$ cat src/rtl/reg_file.sv
// Multi-entry register bank: one enabled write port, two independent registered read ports.
// Define REGFILE_BYPASS_EN for write-first same-address collisions; the default build is read-first.
module reg_file #(
    parameter  int WIDTH  = 8,
    parameter  int DEPTH  = 8,
    localparam int ADDR_W = $clog2(DEPTH)
) (
    input  logic              clk,
    input  logic              rst,
    input  logic              we,
    input  logic [ADDR_W-1:0] waddr,
    input  logic [WIDTH-1:0]  wdata,
    input  logic              re_a,
    input  logic [ADDR_W-1:0] raddr_a,
    output logic [WIDTH-1:0]  rdata_a,
    output logic              rvalid_a,
    input  logic              re_b,
    input  logic [ADDR_W-1:0] raddr_b,
    output logic [WIDTH-1:0]  rdata_b,
    output logic              rvalid_b
);

    logic [WIDTH-1:0] mem_q [DEPTH];
    logic [WIDTH-1:0] mem_d [DEPTH];
    logic [WIDTH-1:0] rdata_a_q, rdata_a_d;
    logic [WIDTH-1:0] rdata_b_q, rdata_b_d;
    logic             rvalid_a_q, rvalid_a_d;
    logic             rvalid_b_q, rvalid_b_d;
    logic [WIDTH-1:0] read_a, read_b;

    // A same-address collision returns either the incoming write data or the stored entry.
    always_comb begin
`ifdef REGFILE_BYPASS_EN
        read_a = (we && (waddr == raddr_a)) ? wdata : mem_q[raddr_a];
        read_b = (we && (waddr == raddr_b)) ? wdata : mem_q[raddr_b];
`else
        read_a = mem_q[raddr_a];
        read_b = mem_q[raddr_b];
`endif
    end

    always_comb begin
        // NOTE: every output of this block gets a default first, so no latch is inferred.
        mem_d      = mem_q;
        rdata_a_d  = rdata_a_q;
        rdata_b_d  = rdata_b_q;
        rvalid_a_d = re_a;
        rvalid_b_d = re_b;
        if (we) begin
            mem_d[waddr] = wdata;
        end
        if (re_a) begin
            rdata_a_d = read_a;
        end
        if (re_b) begin
            rdata_b_d = read_b;
        end
    end

    always_ff @(posedge clk) begin
        // NOTE: sequential state uses non-blocking assignments only, so every flop samples pre-edge values.
        if (rst) begin
            // NOTE: the array is reset as well, so unwritten entries read back as zero after reset.
            for (int i = 0; i < DEPTH; i++) begin
                mem_q[i] <= '0;
            end
            rdata_a_q  <= '0;
            rdata_b_q  <= '0;
            rvalid_a_q <= 1'b0;
            rvalid_b_q <= 1'b0;
        end else begin
            mem_q      <= mem_d;
            rdata_a_q  <= rdata_a_d;
            rdata_b_q  <= rdata_b_d;
            rvalid_a_q <= rvalid_a_d;
            rvalid_b_q <= rvalid_b_d;
        end
    end

    assign rdata_a  = rdata_a_q;
    assign rdata_b  = rdata_b_q;
    assign rvalid_a = rvalid_a_q;
    assign rvalid_b = rvalid_b_q;

endmodule

$ cat config.mk
export PLATFORM = sky130hd
export DESIGN_NAME = reg_file
export DESIGN_NICKNAME = d
export VERILOG_FILES = /design/src/rtl/reg_file.sv
export SDC_FILE = /design/constraint.sdc
export NUM_CORES = 1
export LEC_CHECK = 0
export ABC_AREA = 1
export CAP_MARGIN = 15
export CORE_AREA = 2 2 94 96
export DETAILED_ROUTE_END_ITERATION = 6
export DIE_AREA = 0 0 96 98
export PLACE_DENSITY = 0.78
export REMOVE_ABC_BUFFERS = 1
export SYNTH_ARGS = -nofsm -noshare
export SYNTH_HDL_FRONTEND = slang
export SYNTH_SLANG_ARGS = --single-unit
$ cat constraint.sdc
create_clock -name clk -period 1.95 [get_ports clk]
set_input_delay 0.4875 -clock clk [delete_from_list [all_inputs] [get_ports clk]]
set_output_delay 0.4875 -clock clk [all_outputs]
set_load 0.005 [all_outputs]
# == Word level (Yosys, flattened, before mapping) ==
# Cells that the tools add are included.
# totals
ff_bits,82
input_bits,22
output_inout_bits,18
# classes
magnitude_cmp,4
muxes,9
bitwise_logic,3
reduce_logical,1
# ops
op,count
$bwmux W64,1
$bmux W8 S3,2
$mux W8,5
$demux W8 S3,1
$ge A4 B4 Y1 const B,3
$not A3 Y4,3
$lt A4 B1 Y1 const B,1
$logic_and A1 B1 Y1,1

# == Logic depth before layout (Yosys ltp) ==
# logic_depth
word_depth,6
ltp_mapped,8
ltp_nobuf,6

# == Worst setup path after synthesis ==
# Ideal clock, no wire load.
# synth_timing
path_type,input to register
startpoint,input port raddr_b[0]
endpoint,"register rdata_b_q[3], in the netlist rdata_b[3]"
arrival_ps,1145
path_slack_ps,677
cell_stages,8
n_path_buf,2
path_cell_list,buf_4 > inv_2 > buf_2 > nand2_1 > nand3_1 > nand3_1 > nand2_1 > a21oi_1
# synth_via
elab_chain_len,4
# synth_rtl
item,line,text
start: declaration,18,"input logic [ADDR_W-1:0] raddr_b,"
$not A3 Y4 (implied by the code),38,read_b = mem_q[raddr_b];
$bmux W8 S3,38,
$mux W8 (implied by the code) (2 in series),38,
end signal: assignment,74,rdata_b_q <= rdata_b_d;
end: declaration,26,"logic [WIDTH-1:0] rdata_b_q, rdata_b_d;"
# Every way passes these cells. The select of a mux whose other input is x is not followed.
# A chain may end at the register's enable or synchronous reset.

# == Worst setup path after layout ==
# layout_timing
startpoint,"register rdata_b_q[3], in the netlist rdata_b[3]"
endpoint,output port rdata_b[3]
# layout_lines
item,line,text
end: declaration,19,"output logic [WIDTH-1:0] rdata_b,"
# No word-level cell between the ends.

==> results.txt <==
The number of buffer cells added on primary ports came out at 39. Walking the worst path, the cells encountered are clkdlybuf4s50_1. The HPWL reported at the end of detailed placement came out at 7220 µm. At the end of routability-driven placement, the weighted congestion stood at 0.910.

The run finished with clean final reports. The final hold violation count was 0. The area of the die is 0.00941 mm². The combined global-route utilization of all metal layers is 0.250.

The H-tree generated during clock tree synthesis spans 3 levels. TritonCTS built the clock tree. The compound-cell area share of the yosys netlist came out at 0.198. The detailed router finished its first iteration with 366 violations. For this design the static power due to leakage is 2.06 nW.

The global-route wire length before repair came out at 18200 µm. The combinational fraction of design power came out at 0.171. The number of setup buffers added after CTS is 0.

The fraction of the mapped netlist area in simple logic gates came out at 0.273. On the final layout, the worst clock skew is 10.2 ps. The share of synthesized area occupied by flip-flops and latches came out at 0.400. At the worst endpoint, the required time is 1460 ps.

The number of buffers added by the clock tree synthesis step is 9. Yosys attributes the largest share of cell area to dfxtp_1, nand2_1, nand3_1. The fraction of layout cells with a size suffix above 1 is 0.0762. The pin slew with the least headroom to its limit is 609 ps. In the routed design, unresolved DRC markers number 0. Counting both buffers and inverters, the worst setup path holds a total of 1. The number of different library cells in the post-synthesis netlist is 21. In the finished design, the share of the clock period the worst path needs comes to 0.882. The slowest stage cell on the critical path is clkdlybuf4s50_1.

The critical path is of the flop to output pin type. The area growth from synthesis to layout is 14.7%. In this run the power spent charging and discharging nets is 0.970 mW. Before CTS, the worst setup slack after placement is -46.9 ps. The fill cell total of the finished layout is 815. The first detailed-routing pass ran for 5 iterations. Of the total synthesized cell area, the portion taken by XOR and XNOR cells is 0. The core footprint is 0.00847 mm². The mux share of post-synthesis cell area is 0. The largest vdd supply drop is 0.337 mV. Of all flip-flops after synthesis, the portion carrying an async set or reset was 0. The clock sink count came out at 82. The detailed-route wire length per cell came out at 15.3 µm. The critical path capture point type is an output pin. Along the worst path, the maximum fanout reaches 2. After clock tree synthesis, the clock-pin slew on the worst setup and hold paths is 80 ps. The number of antenna diodes is 0.

The average footprint of a synthesized cell came out at 6.66 µm². The stage delay of the slowest cell on the critical path came out at 510 ps. The max-slew violation total from the final report came out at 0. The sum of overflow across all layers after global routing came out at 0.

The hold buffer count at CTS is 0. Gates resized during post-CTS repair numbered 0. In this run, synthesis inferred 0 flip-flops with an integrated enable. The latest clock arrival within the worst-skew pair came out at 360 ps.

The synthesized flop and latch total came out at 82. Setup repair after global routing left no endpoint under its margin. The sequential power share came out at 0.502. The overall die height is 98 µm. The part of the power in the clock network came out at 0.327. 40 I/O pins were placed.

The area share of the largest cell type after synthesis is 0.400. The library cell occupying the most area in the post-synthesis netlist is dfxtp_1. The initial utilization of the core area, before any placement, comes to 0.484. Yosys instantiated no cell more often than nand2_1. Max-cap violations in this run came to 0. In the synthesized netlist, the cells that appear most often are nand2_1, nand3_1, dfxtp_1. Entering global routing, the biggest net connects 67 pins.

The gate count of the mapped netlist came out at 615. Setup violations remaining at the end of the flow were counted as 0. After layout, the minimum clock period comes to 1720 ps. The cell area after synthesis came out at 0.00410 mm². Cell internal power was estimated by the tool at 2.56 mW. The power per standard cell area is 751 mW/mm². The upper clock frequency limit came out at 0.581 GHz. The number of vias after detailed routing came out at 4182. The worst hold slack is 481 ps.

The startpoint identified for the worst hold timing path is mem_q[2]$_SDFFE_PP0P_. STA classifies the critical path startpoint as a flop. Counting tap cells, the placed design contains a total of 737 instances.

Measured along the x axis, the die boundary spans 96 µm. The count of warnings emitted by yosys is 0. The wire length reported by the detailed router is 11500 µm. The buffer levels on the longest clock path is 2. The clock tree root driver cell is clkbuf_8. The final critical-path setup slack is 230 ps. The synthesized-area fraction occupied by adder cells is 0. Among cell families on the critical path, the largest total delay comes from buffers and inverters. Tracing the worst setup path back leads to its startpoint at rdata_b[3]$_SDFFE_PP0P_. By area, the combinational part of the netlist is dominated by simple AND/OR/NAND/NOR gates. The power consumption came out at 3.53 mW. The number of global-route vias before repair came out at 3728. The initial antenna violation count was 0. In the routed layout, each cell is associated on average with a via count of 5.57. The worst slew margin relative to its limit is 0.594. For this run, the leading register cell type out of synthesis is dfxtp_1.

The start of the worst register-to-register path is mem_q[53]$_SDFFE_PP0P_. The number of placement rows came out at 34. The non-filler instance count after layout came out at 751. The worst path arrival time is 1230 ps.

The total number of nets in the final design came out at 662. The setup total negative slack is 0 ps. Once detail routing completed, the nets flagged for antenna violations numbered 0. The net switching share of the total power came out at 0.275. The tightest min-delay check is of the flop to flop type.
[flip-flops by register name, summed over array words and instances (netlist names)]
name and flops:
rdata_b 8, rdata_a 8, rvalid_a 1, mem_q 64
rvalid_b 1
[kinds of logic after synthesis]
group / after synthesis
DFF: 82
buffers and inverters: 118
and+or+nand+nor: 255
AOI/OAI and AO/OA: 160
[cell usage in the layout (no fill, tap or decap), types with 3 or more instances in the layout]
master / n
clkdlybuf4s50_1: 39
o21ai_1: 11
inv_1: 71
nand3_1: 96
buf_4: 13
dfxtp_1: 82
clkinv_2: 3
nand2_2: 6
a21oi_1: 79
clkbuf_8: 9
nor2_1: 3
nand2_1: 145
o21ai_0: 67
inv_2: 7
[power groups by stage]
| stage | sequential (mW) | combinational, mW | clock (mW) |
|---|---|---|---|
| CTS | 1.77 | 0.596 | 1.17 |
| finish | 1.77 | 0.604 | 1.15 |
| global route | 1.78 | 0.673 | 1.24 |
| detailed placement | 1.81 | 0.593 | 0 |
| floorplan | 1.81 | 0.311 | 0 |
| global placement | 1.81 | 0.576 | 0 |
[path summary, 6_finish.rpt]
path / cells after the start / slack (ps) / to
worst max-delay path: 1 / 230 / rdata_b[3]
worst min-delay path: 2 / 480 / mem_q[2]$_SDFFE_PP0P_
worst max register to register: 6 / 1030 / rdata_a[5]$_SDFFE_PP0P_
worst min register to register: 2 / 480 / mem_q[2]$_SDFFE_PP0P_
[routing by layer]
layer | GRT usage | vias up | share of wire
met5 | 0 | - | 0
met4 | 0.104 | 0 | 0.027
met3 | 0.0579 | 35 | 0.11
met2 | 0.379 | 222 | 0.45
met1 | 0.338 | 1876 | 0.41
li1 | - | 2049 | -
[area by class of cell]
class                      count  area, µm²  share of cell area
inverter                      78        293              0.0623
multi-input combinational    415       1930               0.411
timing repair buffer          54        528               0.112
clock buffer                  10        128              0.0272
clock inverter                 4       45.0             0.00958
sequential                    82       1640               0.349
tap                          108        135              0.0288
[through the flow]
stage	cell area [µm²]	util
after floorplan	3860	-
after detailed placement	4530	0.535
after global placement	4530	0.535
after CTS	4700	0.555
final	4700	0.555
after global routing	4700	0.555
No activity file was read; power rests on OpenSTA's default activity.
